File: src/rtl/mem_stage.sv
// Purpose: MEM pipeline stage. Consumes EX/MEM, runs one word load/store on the shared bus, checks alignment, drives MEM/WB.
// Latency: non-memory ops pass to MEM/WB on the next unstalled edge; a bus access takes at least 3 cycles (IDLE->REQ->ACCESS->ready).
// Backpressure: mem_busy is raised while an access is outstanding; MEM/WB holds whenever stall is high (stall includes mem_busy).
//
// Ports:
//   clk, reset          clock, synchronous active-high reset
//   stall, flush        pipeline controller inputs (hold / clear MEM/WB)
//   ex_*                EX/MEM register outputs (ex_out carries the byte address for loads/stores)
//   mem_busy            combinational stall request to the controller
//   bus_*               shared bus master side (active-low req/as/rdy/grant)
//   mem_*               MEM/WB register outputs

module mem_stage #(
    parameter int DATA_W = 32,
    parameter int ADDR_W = 30,
    parameter int REG_W  = 5
) (
    input  logic              clk,
    input  logic              reset,
    input  logic              stall,
    input  logic              flush,
    // EX/MEM register
    input  logic [ADDR_W-1:0] ex_pc,
    input  logic              ex_en,
    input  logic              ex_br_flag,
    input  logic [1:0]        ex_mem_op,
    input  logic [DATA_W-1:0] ex_mem_wr_data,
    input  logic [1:0]        ex_ctrl_op,
    input  logic [REG_W-1:0]  ex_dst_addr,
    input  logic              ex_gpr_we_,
    input  logic [2:0]        ex_exp_code,
    input  logic [DATA_W-1:0] ex_out,
    // Stall request
    output logic              mem_busy,
    // Shared bus master
    output logic              bus_req_,
    input  logic              bus_grnt_,
    output logic [ADDR_W-1:0] bus_addr,
    output logic              bus_as_,
    output logic              bus_rw,
    output logic [DATA_W-1:0] bus_wr_data,
    input  logic [DATA_W-1:0] bus_rd_data,
    input  logic              bus_rdy_,
    // MEM/WB register
    output logic [ADDR_W-1:0] mem_pc,
    output logic              mem_en,
    output logic              mem_br_flag,
    output logic [1:0]        mem_ctrl_op,
    output logic [REG_W-1:0]  mem_dst_addr,
    output logic              mem_gpr_we_,
    output logic [2:0]        mem_exp_code,
    output logic [DATA_W-1:0] mem_out
);

    // Bus access state machine
    localparam logic [1:0] ST_IDLE   = 2'd0;
    localparam logic [1:0] ST_REQ    = 2'd1;
    localparam logic [1:0] ST_ACCESS = 2'd2;
    localparam logic [1:0] ST_DONE   = 2'd3;

    // Memory op encoding (0 and 3 are both NOP)
    localparam logic [1:0] OP_LDW = 2'd1;
    localparam logic [1:0] OP_STW = 2'd2;

    localparam logic [2:0] EXP_NONE     = 3'd0;
    localparam logic [2:0] EXP_MISALIGN = 3'd4;

    logic [1:0]        state;
    logic [DATA_W-1:0] rd_buf;
    logic [DATA_W-1:0] rd_data;

    logic valid;
    logic misalign;
    logic is_ldst;
    logic is_ldw;
    logic acc;

    // ------------------------------------------------------------------
    // Decode
    // ------------------------------------------------------------------
    assign valid    = ex_en && (ex_exp_code == EXP_NONE);
    assign misalign = (ex_out[1:0] != 2'b00);
    assign is_ldw   = (ex_mem_op == OP_LDW);
    assign is_ldst  = is_ldw || (ex_mem_op == OP_STW);
    assign acc      = valid && is_ldst && !misalign;

    // Read data is taken straight off the bus in the ready cycle so a
    // non-stalled pipeline can write MEM/WB without an extra cycle; once
    // the access has finished, the captured copy is used instead.
    assign rd_data = (state == ST_ACCESS) ? bus_rd_data : rd_buf;

    // ------------------------------------------------------------------
    // Stall request. Drops in the ready cycle so MEM/WB captures the
    // load result on that same edge.
    // ------------------------------------------------------------------
    always_comb begin
        mem_busy = 1'b0;
        case (state)
            ST_IDLE:   mem_busy = acc && !flush;
            ST_REQ:    mem_busy = 1'b1;
            ST_ACCESS: mem_busy = bus_rdy_;
            default:   mem_busy = 1'b0;
        endcase
    end

    // ------------------------------------------------------------------
    // Bus FSM. All bus outputs are registered and change on the edge
    // that enters the corresponding state.
    // ------------------------------------------------------------------
    always_ff @(posedge clk) begin
        if (reset) begin
            state       <= ST_IDLE;
            bus_req_    <= 1'b1;
            bus_as_     <= 1'b1;
            bus_rw      <= 1'b1;
            bus_addr    <= '0;
            bus_wr_data <= '0;
            rd_buf      <= '0;
        end else begin
            case (state)
                ST_IDLE: begin
                    if (acc && !flush) begin
                        state    <= ST_REQ;
                        bus_req_ <= 1'b0;
                    end
                end
                // Flush is deliberately not looked at once the request is
                // out: the bus transaction must run to completion.
                ST_REQ: begin
                    if (!bus_grnt_) begin
                        state    <= ST_ACCESS;
                        bus_as_  <= 1'b0;
                        bus_addr <= ex_out[ADDR_W+1:2];
                        bus_rw   <= is_ldw;
                        if (ex_mem_op == OP_STW) begin
                            bus_wr_data <= ex_mem_wr_data;
                        end
                    end
                end
                ST_ACCESS: begin
                    // Address strobe is a single-cycle pulse.
                    bus_as_ <= 1'b1;
                    if (!bus_rdy_) begin
                        rd_buf   <= bus_rd_data;
                        bus_req_ <= 1'b1;
                        state    <= ST_DONE;
                    end
                end
                ST_DONE: begin
                    // The completed entry is still sitting in EX/MEM while
                    // the pipeline is stalled; waiting here keeps it from
                    // being issued a second time.
                    if (!stall) begin
                        state <= ST_IDLE;
                    end
                end
                default: begin
                    state <= ST_IDLE;
                end
            endcase
        end
    end

    // ------------------------------------------------------------------
    // MEM/WB pipeline register
    // ------------------------------------------------------------------
    always_ff @(posedge clk) begin
        if (reset) begin
            mem_pc       <= '0;
            mem_en       <= 1'b0;
            mem_br_flag  <= 1'b0;
            mem_ctrl_op  <= '0;
            mem_dst_addr <= '0;
            mem_gpr_we_  <= 1'b1;
            mem_exp_code <= EXP_NONE;
            mem_out      <= '0;
        end else if (!stall) begin
            if (flush) begin
                mem_pc       <= '0;
                mem_en       <= 1'b0;
                mem_br_flag  <= 1'b0;
                mem_ctrl_op  <= '0;
                mem_dst_addr <= '0;
                mem_gpr_we_  <= 1'b1;
                mem_exp_code <= EXP_NONE;
                mem_out      <= '0;
            end else if (valid && is_ldst && misalign) begin
                // Misaligned access becomes an exception: keep the pc and
                // flags for the handler, suppress any register side effect.
                mem_pc       <= ex_pc;
                mem_en       <= ex_en;
                mem_br_flag  <= ex_br_flag;
                mem_ctrl_op  <= '0;
                mem_dst_addr <= '0;
                mem_gpr_we_  <= 1'b1;
                mem_exp_code <= EXP_MISALIGN;
                mem_out      <= '0;
            end else begin
                mem_pc       <= ex_pc;
                mem_en       <= ex_en;
                mem_br_flag  <= ex_br_flag;
                mem_ctrl_op  <= ex_ctrl_op;
                mem_dst_addr <= ex_dst_addr;
                mem_gpr_we_  <= ex_gpr_we_;
                mem_exp_code <= ex_exp_code;
                mem_out      <= (is_ldw && valid) ? rd_data : ex_out;
            end
        end
    end

endmodule

File: config.mk
export PLATFORM = sky130hd
export DESIGN_NAME = mem_stage
export DESIGN_NICKNAME = d
export VERILOG_FILES = /design/src/rtl/mem_stage.sv
export SDC_FILE = /design/constraint.sdc
export NUM_CORES = 1
export LEC_CHECK = 0
export CORE_AREA = 2 2 125 127
export DETAILED_ROUTE_END_ITERATION = 12
export DIE_AREA = 0 0 127 129
export GPL_TIMING_DRIVEN = 1
export HOLD_SLACK_MARGIN = 0.1
export PLACE_DENSITY = 0.85
export SLEW_MARGIN = 25
export SYNTH_ARGS = -nofsm -noshare
export SYNTH_HDL_FRONTEND = slang
export SYNTH_SLANG_ARGS = --single-unit
File: constraint.sdc
create_clock -name clk -period 4.56 [get_ports clk]
set_clock_uncertainty 0.05 [all_clocks]
set_input_delay 1.14 -clock clk [delete_from_list [all_inputs] [get_ports clk]]
set_output_delay 1.14 -clock clk [all_outputs]
set_load 0.01 [all_outputs]
==> metrics.md, run 1 <==
| Metric | Value |
|---|---|
| Outcome | `finished clean` |
| Worst min-delay path class | `register to register` |
| Post-synth top area share | `51.6%` |
| Initial Utilization | `45.1%` |
| Total of max-cap violations | `0` |
| Die Y | `129 um` |
| R2r worst-path depth | `6` |
| Antenna violations before repair | `0` |
| DRT antenna net count | `0` |
| Main combinational cell family by area after synthesis | `simple AND/OR/NAND/NOR gates` |
| Worst-margin pin slew | `1.07 ns` |
| Clock tree buffer depth | `2` |
| Drt first-iter violations | `410` |
| Multiplexer area fraction after synthesis | `10.1%` |
| Post-Synth Simple-Gate Area | `17.3%` |
| Period utilization | `89.8%` |
| Pint | `2.88 mW` |
| Vias/cell | `5.14` |
| Critical Path End Type | `primary output` |
| Adder-Cell Fraction of Synth Area | `1.48%` |
| Synth cell types | `35` |
| Sw frac | `25.3%` |
| Clock Latency Late Sink | `0.41 ns` |
| Part of the power in registers | `42.8%` |
| Sequential fraction of the synthesis area | `51.6%` |
| Sink Count | `174` |
| Net Switching | `0.975 mW` |
| Min Tclk post-route | `4.10 ns` |
| Vias post-DR | `6,385` |
| Final setup fails | `0` |
| Post-synth EDFFs | `0` |
| Slew Limit Fails | `0` |
| Ant diodes | `0` |
| Share of synthesized registers carrying an async set or reset | `0%` |
| Yosys warns | `0` |
| FP Rows | `45` |
| Syn Nets | `938` |
| Post-DP HPWL | `14.4 mm` |
| Clock Pin Slew Worst Setup and Hold Paths | `0.06 ns` |
| XOR/XNOR share of the synthesized area | `0%` |
| RSZ-0062 raised after global routing | `false` |
| Nets | `1,197` |
| Drt total wl | `20.8 mm` |
| CTS Buf Count | `17` |
| FF+latch count, synth | `174` |
| Largest net degree at the start of global routing | `95` |
| Max frequency | `244 MHz` |
| Vias in the first global route | `6,253` |
| Core ar. | `15,000 um^2` |
| Placed cell areas | `9710 um^2` |
| Syn Inst Count | `783` |
| Remaining global-route overflow | `0` |
| Peak fanout along the critical path | `2` |
| Most frequent cells after synthesis | `nand2_1 (226), dfxtp_1 (174), a21oi_1 (101)` |
| I/O pin count | `288` |
| Critical path startpoint category | `input pin` |
| Critical Path RT | `3.37 ns` |
| P&R area growth vs syn | `52.9%` |
| Die area | `16,400 um^2` |
| Arr. time, crit path | `2.91 ns` |
| Synth area leaders | `dfxtp_1 (52%), nand2_1 (13%), a21oi_1 (7.5%)` |
| Clock root buffer | `clkbuf_16` |
| Max-slew headroom | `28.4%` |
| H-Tree Depth | `4` |
| Syn Std Cell Area | `6750 um^2` |
| DRC violations left | `0` |
| GPL Wtd Cong | `0.795` |
| Cell depth of the worst min-delay path | `2` |
| Clock share of power | `39.2%` |
| Per-cell routed wire length | `16.7 um` |
| P_leak | `3.94 nW` |
| Maximum VDD drop | `0.000258 V` |
| CTS tree | `built` |
| Synth area leader | `dfxtp_1` |
| First-pass GRT wire length | `32.6 mm` |
| Critical path type | `input pin to primary output` |
| Layout cells sized above 1 | `8.25%` |
| Post-route cell area | `10,300 um^2` |
| Port Buffers | `287` |
| Ys flop type | `dfxtp_1` |
| Final Hold Vio Count | `0` |
| Die X | `127 um` |
| Compound-Gate Fraction of Synth Area | `15.5%` |
| Hold_buf cts | `0` |
| GRT Overall Usage | `25.1%` |
| Count leader, synth | `nand2_1` |
| First-pass DRT Iterations | `4` |
| Syn Area/Cell | `8.63 um^2` |
| Comb pwr share | `18.0%` |
| Power Density | `374 nW/um^2` |
| Fin Setup TNS | `0 ns` |
-- power by group through the flow --
| stage | clock [mW] | combinational, mW | sequential (mW) |
|---|---|---|---|
| floorplan | 0 | 0.282 | 1.72 |
| global placement | 0 | 0.682 | 1.68 |
| detailed placement | 0 | 0.694 | 1.69 |
| CTS | 1.53 | 0.698 | 1.65 |
| global route | 1.60 | 0.752 | 1.66 |
| finish | 1.51 | 0.694 | 1.65 |
-- kinds of logic after synthesis --
family	count (synthesis)
buffers and inverters	64
DFF	174
muxes	64
and+or+nand+nor	291
AOI/OAI and AO/OA	182
adders and majority gates	8
-- sequential cells by signal, indices dropped and copies added, names as in the netlist --
register      count
mem_en            1
bus_rw            1
mem_pc           30
mem_exp_code      3
mem_out          32
bus_wr_data      32
mem_ctrl_op       2
mem_gpr_we_       1
rd_buf           32
state             2
bus_req_          1
bus_as_           1
mem_br_flag       1
mem_dst_addr      5
bus_addr         30
-- area by class of cell --
class                           count  area [um^2]
Clock buffer                       21          440
Clock inverter                     11          166
Fill cell                        1209         4650
Inverter                            4         15.0
Multi-Input combinational cell    545         3020
Sequential cell                   174         3480
Tap cell                          188          235
Timing Repair Buffer              300         2970
-- per-layer routing --
layer	vias to the layer above	wire (um)	track usage [%]
li1	3142	-	-
met1	2986	8820	30.6
met2	209	10100	42.2
met3	48	1280	6.74
met4	0	603	10.9
met5	-	0	0
-- repair_timing --
item                                    4_1_cts  5_1_grt
gates resized for setup                       0        2
buffers inserted                              0        0
endpoints found under the setup margin        0        1
-- final timing paths --
path | from | endpoint | slack [ns]
max reg2reg | state[0]$_SDFFE_PP0P_ | rd_buf[2]$_SDFFE_PP0P_ | 1.89
max | ex_mem_op[0] | mem_busy | 0.46
min | mem_out[3]$_SDFFE_PP0N_ | mem_out[3]$_SDFFE_PP0N_ | 0.40
min reg2reg | mem_out[3]$_SDFFE_PP0N_ | mem_out[3]$_SDFFE_PP0N_ | 0.40
-- stage by stage --
stage	util [%]	instances	setup slack [ns]	power [mW]	hold WS [ns]
3_5_place_dp	64.8	1211	0.0195	2.38	0.391
4_1_cts	68.9	1243	0.00423	3.88	0.401
2_1_floorplan	-	783	1.14	2.00	0.384
5_1_grt	68.9	1243	0.318	4.02	0.413
3_3_place_gp	64.8	1211	0.0632	2.36	0.382
6_report	68.9	1243	0.464	3.86	0.397
-- cells in the final DEF (no fill, tap or decap), drive strengths merged, types with 2 or more instances in the layout --
master | netlist | routed
mux2 | 32 | 32
nand2b | 4 | 4
o21ai | 33 | 33
ha | 8 | 8
nand3 | 2 | 2
nand3b | 2 | 2
nor2b | 3 | 3
a22oi | 40 | 40
clkdlybuf4s50 | 0 | 284
clkinv | 0 | 7
dfxtp | 174 | 174
bufinv | 0 | 4
a21oi | 101 | 101
a21o | 2 | 2
buf | 15 | 15
inv | 4 | 4
clkbuf | 45 | 21
nor2 | 46 | 46
nand2 | 226 | 226
mux2i | 32 | 32
-- critical path, stage by stage --
cell and delay (ns):
clkdlybuf4s50_1 0.53, inv_1 0.06, ha_1 0.35, nor4_2 0.34
nand3_1 0.12, a21oi_1 0.15, dlymetal6s2s_1 0.22
No activity file was read; power rests on OpenSTA's default activity.
==> inputs of run 2 (changes only) <==
--- a/config.mk
+++ b/config.mk
@@ -5,12 +5,12 @@
 export SDC_FILE = /design/constraint.sdc
 export NUM_CORES = 1
 export LEC_CHECK = 0
-export CORE_AREA = 2 2 125 127
+export CORE_AREA = 2 2 126 128
 export DETAILED_ROUTE_END_ITERATION = 12
-export DIE_AREA = 0 0 127 129
+export DIE_AREA = 0 0 128 130
 export GPL_TIMING_DRIVEN = 1
 export HOLD_SLACK_MARGIN = 0.1
-export PLACE_DENSITY = 0.85
+export PLACE_DENSITY = 0.84
 export SLEW_MARGIN = 25
 export SYNTH_ARGS = -nofsm -noshare
 export SYNTH_HDL_FRONTEND = slang
==> run 2 against run 1 <==
Net effect:
- largest power group unchanged
- flip-flop and latch count unchanged
- cell count increased by 0.32%
- worst hold slack about the same
- worst setup slack got worse by 0.30 ns
- largest cell class unchanged
==> metrics.md, run 2 (same netlist as run 1, synthesis figures left out) <==
| Metric | Value |
|---|---|
| I/O pin count | `288 (unchanged)` |
| DRT antenna net count | `0 (unchanged)` |
| Crit path max-delay family | `buffers and inverters (unchanged)` |
| Bufs and invs on worst path | `3 (unchanged)` |
| H-Tree Depth | `4 (unchanged)` |
| Vias in the first global route | `6,298 (was 6,253)` |
| Core ar. | `15,400 um^2 (was 15,000 um^2)` |
| RR Endpoint | `rd_buf[28]$_SDFFE_PP0P_ (was rd_buf[2]$_SDFFE_PP0P_)` |
| Comb pwr share | `18.2% (was 18.0%)` |
| CTS Buf Count | `17 (unchanged)` |
| Power Density | `372 nW/um^2 (was 374 nW/um^2)` |
| Maximum VDD drop | `0.000237 V (was 0.000258 V)` |
| Layout cells sized above 1 | `8.53% (was 8.25%)` |
| Most frequent cells in the layout | `clkdlybuf4s50_1 (286), nand2_1 (224), dfxtp_1 (174) (was clkdlybuf4s50_1 (284), nand2_1 (225), dfxtp_1 (174))` |
| Most Frequent Cell on Critical Path | `clkdlybuf4s50_1` |
| Port Buffers | `287 (unchanged)` |
| Min Tclk post-route | `4.40 ns (was 4.10 ns)` |
| Die X | `128 um (was 127 um)` |
| Clock root buffer | `clkbuf_16 (unchanged)` |
| Arr. time, crit path | `3.21 ns (was 2.91 ns)` |
| CTS tree | `built (unchanged)` |
| R2r worst-path depth | `7 (was 6)` |
| P&R area growth vs syn | `53.2% (was 52.9%)` |
| Worst min-delay path class | `register to register (unchanged)` |
| P_leak | `3.94 nW (about the same)` |
| DRC violations left | `0 (unchanged)` |
| Part of the power in registers | `42.9% (was 42.8%)` |
| Vias/cell | `5.19 (was 5.14)` |
| Slew Limit Fails | `0 (unchanged)` |
| Post-route worst setup slack | `0.160 ns (was 0.464 ns)` |
| Crit path depth | `7 (unchanged)` |
| Clock Latency Late Sink | `0.43 ns (was 0.41 ns)` |
| Critical Path End Type | `primary output (unchanged)` |
| GRT Overall Usage | `24.5% (was 25.1%)` |
| Origin of the critical flop-to-flop path | `state[0]$_SDFFE_PP0P_ (unchanged)` |
| Drt first-iter violations | `355 (was 410)` |
| Worst-margin pin slew | `0.807 ns (was 1.07 ns)` |
| Antenna violations before repair | `0 (unchanged)` |
| Worst path max stage delay | `0.58 ns (was 0.53 ns)` |
| R2r setup slk | `2.11 ns (was 1.89 ns)` |
| Worst Setup Slack post-DPL | `0.108 ns (was 0.0195 ns)` |
| Drt total wl | `21.0 mm (was 20.8 mm)` |
| Most common cell after layout, fill and taps aside | `clkdlybuf4s50_1 (unchanged)` |
| Peak fanout along the critical path | `3 (was 2)` |
| Clock Pin Slew Worst Setup and Hold Paths | `0.06 ns (about the same)` |
| Largest regs | `bus_wr_data (32), mem_out (32), rd_buf (32) (unchanged)` |
| Clock tree buffer depth | `2 (unchanged)` |
| Critical path type | `input pin to primary output (unchanged)` |
| FP Rows | `46 (was 45)` |
| Net Switching | `0.997 mW (was 0.975 mW)` |
| Post-DP HPWL | `14.5 mm (was 14.4 mm)` |
| CP startpoint | `ex_mem_op[0] (unchanged)` |
| Critical path startpoint category | `input pin (unchanged)` |
| Die area | `16,600 um^2 (was 16,400 um^2)` |
| Max-slew headroom | `46.2% (was 28.4%)` |
| Period utilization | `96.5% (was 89.8%)` |
| Final Hold Vio Count | `0 (unchanged)` |
| First-pass GRT wire length | `31.9 mm (was 32.6 mm)` |
| Clock share of power | `38.8% (was 39.2%)` |
| Initial Utilization | `43.8% (was 45.1%)` |
| Fin Setup TNS | `0 ns (unchanged)` |
| GPL Wtd Cong | `0.792 (was 0.795)` |
| Per-cell routed wire length | `16.8 um (was 16.7 um)` |
| Vias post-DR | `6,473 (was 6,385)` |
| Critical Path, Cell by Cell | `clkdlybuf4s50_1, inv_1, ha_1, nor4_2, nand3_1, a21oi_1, clkdlybuf4s50_1 (was clkdlybuf4s50_1, inv_1, ha_1, nor4_2, nand3_1, a21oi_1, dlymetal6s2s_1)` |
| Sink Count | `174 (unchanged)` |
| RSZ-0062 raised after global routing | `false (unchanged)` |
| Pint | `2.85 mW (was 2.88 mW)` |
| Ant diodes | `0 (unchanged)` |
| Hold Slack | `0.397 ns (about the same)` |
| Slowest-stage cell, CP | `clkdlybuf4s50_1 (unchanged)` |
| First-pass DRT Iterations | `5 (was 4)` |
| Largest net degree at the start of global routing | `75 (was 95)` |
| Post-CTS Setup Bufs | `0 (unchanged)` |
| Die Y | `130 um (was 129 um)` |
| Total of max-cap violations | `0 (unchanged)` |
| Outcome | `finished clean (unchanged)` |
| Max frequency | `227 MHz (was 244 MHz)` |
| Sw frac | `25.9% (was 25.3%)` |
| CP Capture Point | `mem_busy (unchanged)` |
| Final setup fails | `0 (unchanged)` |
| Remaining global-route overflow | `0 (unchanged)` |
| Critical Path RT | `3.37 ns (about the same)` |
| Nets | `1,197 (unchanged)` |
## run 2: what timing repair did
| action | in CTS | in global routing |
|---|---|---|
| setup endpoints to repair | 0 | 1 |
| gates resized for setup | 0 | 1 |
| hold buffers | 0 | 0 |
## run 2: worst register-to-register path, delay by kind of cell (launching register included)
kind / cells / cell delay [ns]
compound gates: 1 / 0.12
fa+ha+maj: 1 / 0.19
buf+inv: 3 / 0.91
flops: 1 / 0.35
simple gates: 2 / 0.73
## run 2: worst min-delay path by stage
stage | start | endpoint | slack, ns | depth (start not counted)
2_1_floorplan | rd_buf[0]$_SDFFE_PP0P_ | rd_buf[0]$_SDFFE_PP0P_ | 0.38 | 2
3_3_place_gp | mem_out[13]$_SDFFE_PP0N_ | mem_out[13]$_SDFFE_PP0N_ | 0.38 | 2
3_5_place_dp | mem_out[22]$_SDFFE_PP0N_ | mem_out[22]$_SDFFE_PP0N_ | 0.39 | 2
4_1_cts | mem_out[18]$_SDFFE_PP0N_ | mem_out[18]$_SDFFE_PP0N_ | 0.40 | 2
5_1_grt | rd_buf[11]$_SDFFE_PP0P_ | rd_buf[11]$_SDFFE_PP0P_ | 0.42 | 2
6_report | mem_out[3]$_SDFFE_PP0N_ | mem_out[3]$_SDFFE_PP0N_ | 0.40 | 2
## run 2: power groups by stage
stage                     sequential [mW]  combinational, mW  clock, mW
after floorplan                      1.72              0.282          0
after global placement               1.68              0.686          0
after detailed placement             1.69              0.696          0
after CTS                            1.65              0.703       1.51
after global routing                 1.66              0.757       1.58
final                                1.65              0.701       1.49
## run 2: layout make-up
class | instances | area [um^2]
clock buffer | 19 | 443
tap | 192 | 240
fill | 1252 | 5080
clock inverter | 13 | 161
sequential | 174 | 3480
multi-input combinational | 545 | 3030
timing repair buffer | 300 | 2980
inverter | 4 | 15.0
## run 2: through the flow
stage          instance area [um^2]  utilization [%]  instances  total power, mW
6_report                      10300             67.1       1247             3.85
5_1_grt                       10300             67.1       1247             4.00
4_1_cts                       10300             67.0       1247             3.87
3_5_place_dp                   9730             63.1       1215             2.38
3_3_place_gp                   9730             63.1       1215             2.37
2_1_floorplan                  6750                -        783             2.00
## run 2: per-layer routing
layer  track usage [%]  part of all wire, %
met3              8.04                  7.4
met4              9.37                  2.5
met2              41.6                   49
met5                 0                    0
met1              29.0                   41
